## src/rtl/mas_scheduler.sv

```systemverilog
// mas_scheduler
// Shares one modular add/subtract (MAS) datapath between two requesters.
// Requests are arbitrated, pushed through two registered MAS stages
// (S1: raw add/sub, S2: compare against Q and apply the +/-Q correction),
// then held in an output register until the consumer takes them.
// The block also owns the runtime modulus Q and reloads it safely
// (stops granting, drains the pipeline, then writes Q).
//
// Latency: accepted at edge N -> S1 at N, S2 at N+1, response at N+2.
//
// Ports:
//   clk, rst_n            clock, asynchronous active-low reset
//   req_valid/req_ready   per-port request handshake (index 0 = port 0)
//   req_din1/req_din2     per-port signed 5-bit operands, packed {p1,p0}
//   req_op                per-port opcode (0 = add, 1 = subtract)
//   req_tag               per-port tag, packed
//   rsp_valid/rsp_ready   response handshake
//   rsp_port, rsp_tag     originating port and echoed tag
//   rsp_tdout             uncorrected S1 result
//   rsp_tcmp              {TDout >= Q, ~TDout[4]}
//   rsp_dout              corrected result, low 4 bits
//   cfg_q_req, cfg_q      modulus reload request (level) and new value
//   cfg_q_ack, cfg_q_err  reload done pulse; err = value outside 1..8
//   q_cur                 current modulus
//
// Build option: define MAS_SCHED_FIXED_PRIO_EN for fixed priority
// (port 0 always wins, no pointer state); default is round-robin.

module mas_scheduler #(
    parameter logic signed [4:0] Q_RESET = 5'sd7,
    parameter int                TAG_W   = 2
) (
    input  logic               clk,
    input  logic               rst_n,
    input  logic [1:0]         req_valid,
    output logic [1:0]         req_ready,
    input  logic [9:0]         req_din1,
    input  logic [9:0]         req_din2,
    input  logic [1:0]         req_op,
    input  logic [2*TAG_W-1:0] req_tag,
    output logic               rsp_valid,
    input  logic               rsp_ready,
    output logic               rsp_port,
    output logic [TAG_W-1:0]   rsp_tag,
    output logic [4:0]         rsp_tdout,
    output logic [1:0]         rsp_tcmp,
    output logic [3:0]         rsp_dout,
    input  logic               cfg_q_req,
    input  logic [4:0]         cfg_q,
    output logic               cfg_q_ack,
    output logic               cfg_q_err,
    output logic [4:0]         q_cur
);

    typedef enum logic [1:0] {IDLE, DRAIN, LOAD} state_t;

    state_t             state_reg, state_next;
    logic [4:0]         q_reg;
    logic               q_load;
    logic               cfg_hold;
    logic               stall;
    logic [1:0]         grant;
    logic               sel;
    logic               accept;
    logic               prefer1;

    logic               s1_valid_reg, s1_port_reg;
    logic [TAG_W-1:0]   s1_tag_reg;
    logic [4:0]         s1_tdout_reg;

    logic               s2_valid_reg, s2_port_reg;
    logic [TAG_W-1:0]   s2_tag_reg;
    logic [4:0]         s2_tdout_reg;
    logic [1:0]         s2_tcmp_reg;
    logic [3:0]         s2_dout_reg;

    logic [1:0]         tcmp_next;
    logic [4:0]         corr_next;
    logic               q_ok;

    // Per-port unpacking and raw S1 result for each port
    logic [4:0]         raw_arr [2];
    logic [TAG_W-1:0]   tag_arr [2];

    for (genvar gi = 0; gi < 2; gi++) begin : g_port
        logic [4:0] d1, d2;
        assign d1          = req_din1[gi*5 +: 5];
        assign d2          = req_din2[gi*5 +: 5];
        assign tag_arr[gi] = req_tag[gi*TAG_W +: TAG_W];
        assign raw_arr[gi] = req_op[gi] ? (d1 - d2) : (d1 + d2);
    end

    // ---------------- Arbitration ----------------
`ifdef MAS_SCHED_FIXED_PRIO_EN
    assign prefer1 = 1'b0;
`else
    logic ptr_reg;
    // Pointer moves away from whichever port was actually accepted
    always_ff @(posedge clk or negedge rst_n) begin
        if (!rst_n)      ptr_reg <= 1'b0;
        else if (accept) ptr_reg <= ~sel;
    end
    assign prefer1 = ptr_reg;
`endif

    always_comb begin
        grant = req_valid;
        if (req_valid == 2'b11)
            grant = prefer1 ? 2'b10 : 2'b01;
    end

    assign stall     = rsp_valid & ~rsp_ready;
    // rst_n gating keeps req_ready low while reset is held
    assign req_ready = grant & {2{~stall & ~cfg_hold & rst_n}};
    assign sel       = grant[1];
    assign accept    = |req_ready;

    // ---------------- S2 combinational correction ----------------
    always_comb begin
        tcmp_next = {($signed(s1_tdout_reg) >= $signed(q_reg)), ~s1_tdout_reg[4]};
        case (tcmp_next)
            2'b00:   corr_next = s1_tdout_reg + q_reg;
            2'b11:   corr_next = s1_tdout_reg - q_reg;
            default: corr_next = s1_tdout_reg;
        endcase
    end

    // ---------------- Pipeline registers ----------------
    // A stall freezes every stage so response fields stay stable.
    always_ff @(posedge clk or negedge rst_n) begin
        if (!rst_n) begin
            s1_valid_reg <= 1'b0;
            s1_port_reg  <= 1'b0;
            s1_tag_reg   <= '0;
            s1_tdout_reg <= '0;
            s2_valid_reg <= 1'b0;
            s2_port_reg  <= 1'b0;
            s2_tag_reg   <= '0;
            s2_tdout_reg <= '0;
            s2_tcmp_reg  <= '0;
            s2_dout_reg  <= '0;
            rsp_valid    <= 1'b0;
            rsp_port     <= 1'b0;
            rsp_tag      <= '0;
            rsp_tdout    <= '0;
            rsp_tcmp     <= '0;
            rsp_dout     <= '0;
        end else if (!stall) begin
            s1_valid_reg <= accept;
            s1_port_reg  <= sel;
            s1_tag_reg   <= tag_arr[sel];
            s1_tdout_reg <= raw_arr[sel];
            s2_valid_reg <= s1_valid_reg;
            s2_port_reg  <= s1_port_reg;
            s2_tag_reg   <= s1_tag_reg;
            s2_tdout_reg <= s1_tdout_reg;
            s2_tcmp_reg  <= tcmp_next;
            s2_dout_reg  <= corr_next[3:0];
            rsp_valid    <= s2_valid_reg;
            rsp_port     <= s2_port_reg;
            rsp_tag      <= s2_tag_reg;
            rsp_tdout    <= s2_tdout_reg;
            rsp_tcmp     <= s2_tcmp_reg;
            rsp_dout     <= s2_dout_reg;
        end
    end

    // ---------------- Q reload controller ----------------
    assign q_ok = ($signed(cfg_q) >= 5'sd1) && ($signed(cfg_q) <= 5'sd8);

    always_ff @(posedge clk or negedge rst_n) begin
        if (!rst_n) begin
            state_reg <= IDLE;
            q_reg     <= Q_RESET;
        end else begin
            state_reg <= state_next;
            if (q_load) q_reg <= cfg_q;
        end
    end

    always_comb begin
        state_next = state_reg;
        cfg_hold   = 1'b0;
        cfg_q_ack  = 1'b0;
        cfg_q_err  = 1'b0;
        q_load     = 1'b0;
        case (state_reg)
            IDLE: begin
                // Hold off grants in the same cycle the request is seen so
                // nothing new enters behind the drain.
                if (cfg_q_req) begin
                    cfg_hold   = 1'b1;
                    state_next = DRAIN;
                end
            end
            DRAIN: begin
                cfg_hold = 1'b1;
                if (!s1_valid_reg && !s2_valid_reg && !rsp_valid)
                    state_next = LOAD;
            end
            LOAD: begin
                cfg_hold   = 1'b1;
                cfg_q_ack  = 1'b1;
                cfg_q_err  = ~q_ok;
                q_load     = q_ok;
                state_next = IDLE;
            end
            default: state_next = IDLE;
        endcase
    end

    assign q_cur = q_reg;

endmodule
```

## config.mk

```make
export PLATFORM = sky130hd
export DESIGN_NAME = mas_scheduler
export DESIGN_NICKNAME = d
export VERILOG_FILES = /design/src/rtl/mas_scheduler.sv
export SDC_FILE = /design/constraint.sdc
export NUM_CORES = 1
export LEC_CHECK = 0
export CORE_ASPECT_RATIO = 0.5
export CORE_MARGIN = 2
export CORE_UTILIZATION = 41
export DETAILED_ROUTE_END_ITERATION = 8
export HOLD_SLACK_MARGIN = 0.02
export PLACE_DENSITY = 0.8
export SYNTH_ARGS = -nofsm -noshare
export SYNTH_HDL_FRONTEND = slang
export SYNTH_SLANG_ARGS = --single-unit
```

## constraint.sdc

```tcl
create_clock -name clk -period 3 [get_ports clk]
set_input_delay 0.3 -clock clk [delete_from_list [all_inputs] [get_ports clk]]
set_output_delay 0.3 -clock clk [all_outputs]
set_load 0.05 [all_outputs]
```

* Yosys cells after proc, flatten, opt, wreduce, memory -nomap -nowiden
Cells that the tools add are included.
** Word-level totals
- Bits in registers :: 47
- Input port bits :: 37
- Output and inout port bits :: 24
- Word-level logic and storage cells :: 76
** Cells by class
- Add/sub/neg operators :: 6
- Magnitude comparators :: 4
- Equality and inequality tests :: 6
- Mux-type cells :: 19
- Bitwise logic cells :: 11
- Reduce and logical (&&, ||, !) cells :: 11
** Operators by type and width (number)
- $mux W5 :: 5
- $mux W2 :: 7
- $add A5 B5 Y5 :: 2
- $sub A5 B5 Y5 :: 2
- $pmux W4 S2 :: 1
- $eq A2 B2 Y1 const B :: 3
- $not A1 Y1 :: 6
- $ge A5 B2 Y1 const B :: 1
- $ge A5 B5 Y1 :: 1
- $le A5 B5 Y1 const B :: 1
- $add A4 B4 Y4 :: 1
- $logic_not A2 Y1 :: 2
- $mux W1 :: 4
- $ne A2 B2 Y1 const B :: 2
- $pmux W2 S2 :: 1
- $reduce_or A2 Y1 :: 2
- $sub A4 B4 Y4 :: 1
- $and A1 B1 Y1 :: 3
- $logic_and A1 B1 Y1 :: 3
- $logic_not A1 Y1 :: 3
- $and A2 B2 Y2 :: 1
- $eq A2 B1 Y1 const B :: 1
- $ge A2 B2 Y1 const B :: 1
- $not A1 Y2 :: 1
- other kinds (2) :: 2

* Longest topological paths before layout
Gate-level depths: netlist of run 1.
- Depth after elaboration :: 8
- Depth in mapped cells :: 15
- Depth with buffers taken out :: 15

* Least setup slack after synthesis of run 1
No wires, ideal clock.
- Path type :: register -> register
- Start point :: register q_reg[0], in the netlist q_cur[0]
- End point :: register s2_dout_reg[3]
- Setup time :: 82 ps
- Arrival time :: 3390 ps
- Path slack :: -472 ps
- Cell stages (with the launch flop) :: 15
- Path buffers :: 0
- Period minus slack after synthesis :: 3472 ps
- Cell sequence :: dfstp_2 > ha_1 > nand2b_1 > a21o_1 > a21o_1 > a21oi_1 > nor2_1 > ha_1 > mux2i_1 > ha_1 > nor2b_1 > o21a_1 > o211a_1 > or4_1 > a31oi_1
** Between the ends
- Longest elaborated chain between the ends :: 3
- Elaborated cells on any way between the ends :: 6
- Those cells by class :: add/sub (2); order compare (1); eq/ne (1); mux (1); reduce/logical (1)
** Ends and longest elaborated chain
- start: declaration :: line 58 : logic [4:0] q_reg;
- start signal: assignment :: line 177 : if (q_load) q_reg <= cfg_q;
- $ge A5 B5 Y1 * :: line 120 : tcmp_next = {($signed(s1_tdout_reg) >= $signed(q_reg)), ~s1_tdout_reg[4]};
- net tcmp_next[1] :: line 77 : logic [1:0] tcmp_next;
- $eq A2 B2 Y1 or $logic_not A2 Y1 (tied branches) :: line 121 : case (tcmp_next)
- $pmux W4 S2 * :: line 121
- end signal: assignment :: line 158 : s2_dout_reg <= corr_next[3:0];
- end: declaration :: line 75 : logic [3:0] s2_dout_reg;
The timed path passes the listed nets; every way through them passes the cells marked *.
A chain may end at the register's enable or synchronous reset.

* Final worst setup path of run 1
Ends and elaborated chain as after synthesis.

==> results of run 1 <==
[routing by layer]
metal,up-vias,share of wire
met5,-,0
met2,43,0.53
li1,1135,-
met1,1097,0.42
met3,15,0.033
met4,0,0.023
[where the power goes]
part | internal (W) | switching [W] | total, W
Clock | 0.000333 | 0.000242 | 0.000575
Combinational | 0.00130 | 0.00156 | 0.00286
Sequential | 0.000967 | 0.000197 | 0.00116
[repair_timing]
action	4_1_cts	5_1_grt
gates resized for setup	4	0
pin swaps	8	6
endpoints found under the setup margin	2	2
setup buffers	9	3
[cell usage in the layout (no fill, tap or decap), types with 4 or more instances in the layout]
cell type	count
nand2_1	76
buf_4	26
mux2i_1	7
ha_1	23
mux2_2	6
clkdlybuf4s50_1	57
nor3_1	7
nor2_1	21
clkbuf_16	5
dfrtp_1	44
inv_1	19
nor2b_1	4
o21ai_0	12
a21o_1	6
xnor2_1	10
o31ai_1	4
a21oi_1	13
[worst max path at each step]
stage | slack [ps] | start | end
after global routing | -470 | q_cur[0] | s2_dout_reg[3]
after floorplan | -330 | q_cur[0] | s2_dout_reg[3]
after CTS | -340 | q_cur[0] | s2_dout_reg[3]
after detailed placement | -380 | q_cur[0] | s2_dout_reg[3]
final | -360 | q_cur[0] | s2_dout_reg[3]
after global placement | -230 | q_cur[0] | s2_dout_reg[3]
[metrics by stage]
step / util / setup TNS [ps] / cell area [um^2] / hold WS (ps)
after floorplan: - / -329 / 2750 / 4.41
after global placement: 0.568 / -229 / 3540 / 431
after detailed placement: 0.568 / -378 / 3540 / 442
after CTS: 0.605 / -336 / 3770 / 134
after global routing: 0.607 / -524 / 3780 / 152
final: 0.607 / -355 / 3780 / 99.9
[cells by family after synthesis]
group,count (synthesis)
compound gates,46
xor+xnor,15
fa+ha+maj,28
buf+inv,31
flops,47
mux,14
simple gates,116
[worst max-delay path, cell delays in order (launching register included)]
cell	delay, ps
dfstp_4	630
ha_4	200
nand2b_4	130
a21o_1	170
a21o_1	160
a21oi_2	140
nor2_1	70
ha_2	220
mux2i_2	200
ha_1	260
nor2b_1	130
o21a_1	180
o211a_1	220
or4_1	390
a31oi_1	170
[final cells by class]
cell class	instances	area, um^2
sequential	47	1180
clock inverter	2	16.3
inverter	20	75.1
tap	88	110
timing repair buffer	85	791
clock buffer	6	139
fill	490	2450
multi-input combinational	219	1470
==> flow_summary.json, run 1 <==
{
  "outcome": "complete, but fails checks",
  "failed_checks": "setup timing",
  "synthXorXnorAreaFrac": 0.0533,
  "wirelength_um": 6200,
  "final_hold_viol_count": 0,
  "report.power.total_w": 0.00460,
  "place_ws_ps": -378,
  "cp-start-kind": "register",
  "regToRegEndpoint": "s2_dout_reg[3]",
  "grt_pass1_wl_um": 10200,
  "grt_pass1_vias": 2310,
  "fp.dieArea_um2": 7340,
  "worst_slack_ps": -355,
  "fin_skew_ps": 4.80,
  "post-route-min-period_ps": 3360,
  "wl_per_cell_um": 13.3,
  "cts_hold_buf": 0,
  "yosysSeqAreaShare": 0.434,
  "criticalPathCategory": "reg2reg",
  "fin_crit_sh": 1.12,
  "globalRouteMet1Util": 0.207,
  "diodes": 0,
  "arrival_ps": 3560,
  "fin_cells": 467,
  "min_path_type": "in2async",
  "cts_buffers": 5,
  "synth_top_family_by_area": "simple AND/OR/NAND/NOR gates",
  "report.final.slew_viol_count": 0,
  "synth-simple-area-share": 0.175,
  "grt_use_total": 0.180,
  "grt_max_degree": 48,
  "antenna_found_initial": 0,
  "dpl.cell_count": 449,
  "grt_overflow": 0,
  "synth_top_area_share": 0.405,
  "synth.distinct_cells": 33,
  "cap_violations": 0,
  "coreArea_um2": 6230,
  "finalSetupViolCount": 1,
  "p_leak_nw": 1.82,
  "worst_skew_pair.late_latency_ps": 290,
  "synth.area.mux_share": 0.0543,
  "synthesis.area_um2": 2720,
  "synth_edf_count": 0,
  "fmax_mhz": 298,
  "std_cell_rows": 20,
  "rsz0062_at_grt": "true",
  "drtIter0Drc": 149,
  "p_per_area_nw_per_um2": 1210,
  "slew_headroom": 0.606,
  "synth_compound_area_frac": 0.103,
  "drc": 0,
  "worstMarginPinSlew_ps": 591,
  "yosys.area.top_type": "dfrtp_1",
  "ys_warn_count": 0,
  "vias_per_cell": 4.90,
  "syn-num-nets": 362,
  "dr.pass1.iters": 4,
  "route.vias.total": 2290,
  "drive_gt1_frac": 0.142,
  "ff2ff_setup_slack_ps": -360,
  "critPathCaptureType": "register",
  "cts_tree": "built",
  "clk_pin_slew_ps": 70,
  "synthArstFlopShare": 1.00,
  "worstReg2RegStart": "q_cur[0]",
  "synth_most_common_cell": "nand2_1",
  "busiest_layer": "met2",
  "avgSynthCellArea_um2": 9.16,
  "fp.dieW_um": 119,
  "cts_sinks": 47,
  "worstRegToRegCells": 14,
  "synth_top_cells_by_area": "dfrtp_1 40%, ha_1 11%, nand2_1 10%, xnor2_1 3.5%, mux2i_1 2.9%",
  "syn_to_final_growth_pct": 39.1,
  "synth_ff_type": "dfrtp_1",
  "dpl.hpwl_um": 4420,
  "use_met2": 0.329,
  "path_max_fanout": 4,
  "cts_max_level": 2,
  "clock_path_buffers": 2,
  "synth-seq-cells": 47,
  "nets": 443,
  "vdd_drop_max_uv": 473,
  "start_util": 0.437,
  "root_buffer": "clkbuf_16",
  "fp.dieH_um": 61.6,
  "synth-adder-area-share": 0.137,
  "port_buffers": 60,
  "place.gp.congestion": 0.863,
  "worstPathRequired_ps": 3210,
  "io_pins": 61,
  "antenna_left": 0,
  "synthCells": 297,
  "met3_usage": 0.0500,
  "ys_top_cells_by_count": "76 x nand2_1, 44 x dfrtp_1, 25 x ha_1"
}
No activity file was read; power rests on OpenSTA's default activity.
==> run 2: changes to the inputs <==
--- a/config.mk
+++ b/config.mk
@@ -10,7 +10,7 @@
 export CORE_UTILIZATION = 41
 export DETAILED_ROUTE_END_ITERATION = 8
 export HOLD_SLACK_MARGIN = 0.02
-export PLACE_DENSITY = 0.8
+export PLACE_DENSITY = 0.77
 export SYNTH_ARGS = -nofsm -noshare
 export SYNTH_HDL_FRONTEND = slang
 export SYNTH_SLANG_ARGS = --single-unit
==> constraint.sdc (replaced) <==
create_clock -name clk -period 4 [get_ports clk]
set_input_delay 0.4 -clock clk [delete_from_list [all_inputs] [get_ports clk]]
set_output_delay 0.4 -clock clk [all_outputs]
set_load 0.05 [all_outputs]
==> run 2 against run 1 <==
The flow now finishes without violations. Total power is 34% lower. Critical path depth stayed put. Flip-flop and latch count stayed put. Final cell count is 4.5% lower. Worst hold slack better by 110 ps. Register-to-register slack better by 870 ps. Sequential share of layout area is 1.7 points higher. Clock-buffer cell count is 2 higher. Global-route usage is 1.3 points lower. Non-clock buffer count is 21 lower.
==> flow_summary.json, run 2 (synthesis gave the netlist of run 1 again) <==
{
  "grt_pass1_wl_um": 9420,
  "worst_slack_ps": 516,
  "cts_sinks": 47,
  "ff2ff_setup_slack_ps": 520,
  "wl_per_cell_um": 12.6,
  "critPathCaptureType": "register",
  "cts_hold_buf": 0,
  "n_fill_cell": 536,
  "final_hold_viol_count": 0,
  "fin_crit_sh": 0.871,
  "fp.dieW_um": 119,
  "clk_pin_slew_ps": 60,
  "p_per_area_nw_per_um2": 848,
  "drive_gt1_frac": 0.0615,
  "vias_per_cell": 4.82,
  "cts_buffers": 5,
  "coreArea_um2": 6230,
  "worstMarginPinSlew_ps": 588,
  "cap_violations": 0,
  "place_ws_ps": 539,
  "clock_path_buffers": 2,
  "report.final.slew_viol_count": 0,
  "rsz0062_at_grt": "false",
  "worstPathRequired_ps": 4210,
  "syn_to_final_growth_pct": 31.4,
  "path_max_fanout": 5,
  "cts_setup_buffers": 0,
  "drtIter0Drc": 141,
  "diodes": 0,
  "worstRegToRegCells": 14,
  "grt_overflow": 0,
  "regToRegEndpoint": "s2_dout_reg[3]",
  "drc": 0,
  "grt_pass1_vias": 2084,
  "nets": 422,
  "wirelength_um": 5620,
  "antenna_found_initial": 0,
  "fin_skew_ps": 3.38,
  "cts_tree": "built",
  "crit_top_cell": "ha_1",
  "std_cell_rows": 20,
  "place.gp.congestion": 0.902,
  "root_buffer": "clkbuf_16",
  "criticalPathCategory": "reg2reg",
  "fp.dieArea_um2": 7340,
  "io_pins": 61,
  "antenna_left": 0,
  "dpl.hpwl_um": 4340,
  "worstPathCellList": "ha_1 > nand2b_1 > a21o_1 > a21o_1 > a21oi_1 > nor2_1 > ha_1 > mux2i_1 > ha_1 > nor2b_1 > o21a_1 > o211a_1 > or4_1 > a31oi_1",
  "cp-start-kind": "register",
  "finalSetupViolCount": 0,
  "grt_max_degree": 48,
  "final_common_cell": "nand2_1",
  "port_buffers": 60,
  "slew_headroom": 0.608,
  "arrival_ps": 3690,
  "outcome": "finished, final reports clean",
  "post-route-min-period_ps": 3480,
  "dr.pass1.iters": 4,
  "crit_slowest_cell": "dfstp_2",
  "grt_use_total": 0.167,
  "p_leak_nw": 1.71,
  "cts_max_level": 2,
  "start_util": 0.437,
  "worst_skew_pair.late_latency_ps": 290,
  "fmax_mhz": 287,
  "layout_common_cells": "76 x nand2_1, 59 x clkdlybuf4s50_1, 44 x dfrtp_1",
  "final.setup.tns_ps": 0,
  "min_path_type": "in2async",
  "cp_slowest_stage_delay_ps": 560,
  "route.vias.total": 2149,
  "utilization": 0.574,
  "vdd_drop_max_uv": 267,
  "fp.dieH_um": 61.6,
  "worstReg2RegStart": "q_cur[0]",
  "cts-resized-gates": 0
}
[run 2: cell types whose count changed in the layout (fill, tap and decap cells not counted), sizes merged]
cell	change
buf	-23
clkbuf	+2
clkdlybuf4s50	+2
clkinv	-1
clkinvlp	-1
[run 2: power by group]
| group | internal [W] | leakage [nW] | switching (W) |
|---|---|---|---|
| logic | 0.000693 | 1.07 | 0.00101 |
| clock network | 0.000266 | 0.0772 | 0.000166 |
| registers | 0.000723 | 0.562 | 0.000173 |
| total | 0.00168 | 1.71 | 0.00135 |
[run 2: worst max path at each step]
stage	from	endpoint	slack [ps]	cells after the start
finish	q_cur[0]	s2_dout_reg[3]	520	14
global route	q_cur[0]	s2_dout_reg[3]	300	14
CTS	q_cur[0]	s2_dout_reg[3]	530	14
detailed placement	q_cur[0]	s2_dout_reg[3]	540	14
global placement	q_cur[0]	s2_dout_reg[3]	670	14
floorplan	q_cur[0]	s2_dout_reg[3]	530	14
[run 2: routing by layer]
layer	vias up	GRT usage	routed length [um]
met5	-	0	0
met4	0	0.0697	80
met3	7	0.0435	211
met2	37	0.291	2770
met1	1008	0.205	2560
li1	1097	-	-
[run 2: cell type report]
cell class	count	area [um^2]	area share
Timing Repair Buffer	64	626	0.175
Sequential cell	47	1180	0.330
Multi-Input combinational cell	219	1430	0.400
Clock buffer	8	156	0.0437
Tap cell	88	110	0.0308
Inverter	20	75.1	0.0210
[run 2: critical path: cells and delay by family (launching register included)]
family	cells	cell delay, ps
adder cells (fa/ha/maj)	3	750
AO/OA/AOI/OAI	6	1080
AND/OR/NAND/NOR	4	750
multiplexers	1	260
flip-flops	1	560
[run 2: metrics by stage]
step                      area (um^2)  hold slack, ps  std cells  power (W)
after floorplan                  2720             104        297    0.00210
after global placement           3420             449        438    0.00251
after detailed placement         3420             460        438    0.00261
after CTS                        3580             233        446    0.00305
after global routing             3580             278        446    0.00326
final                            3580             209        446    0.00303
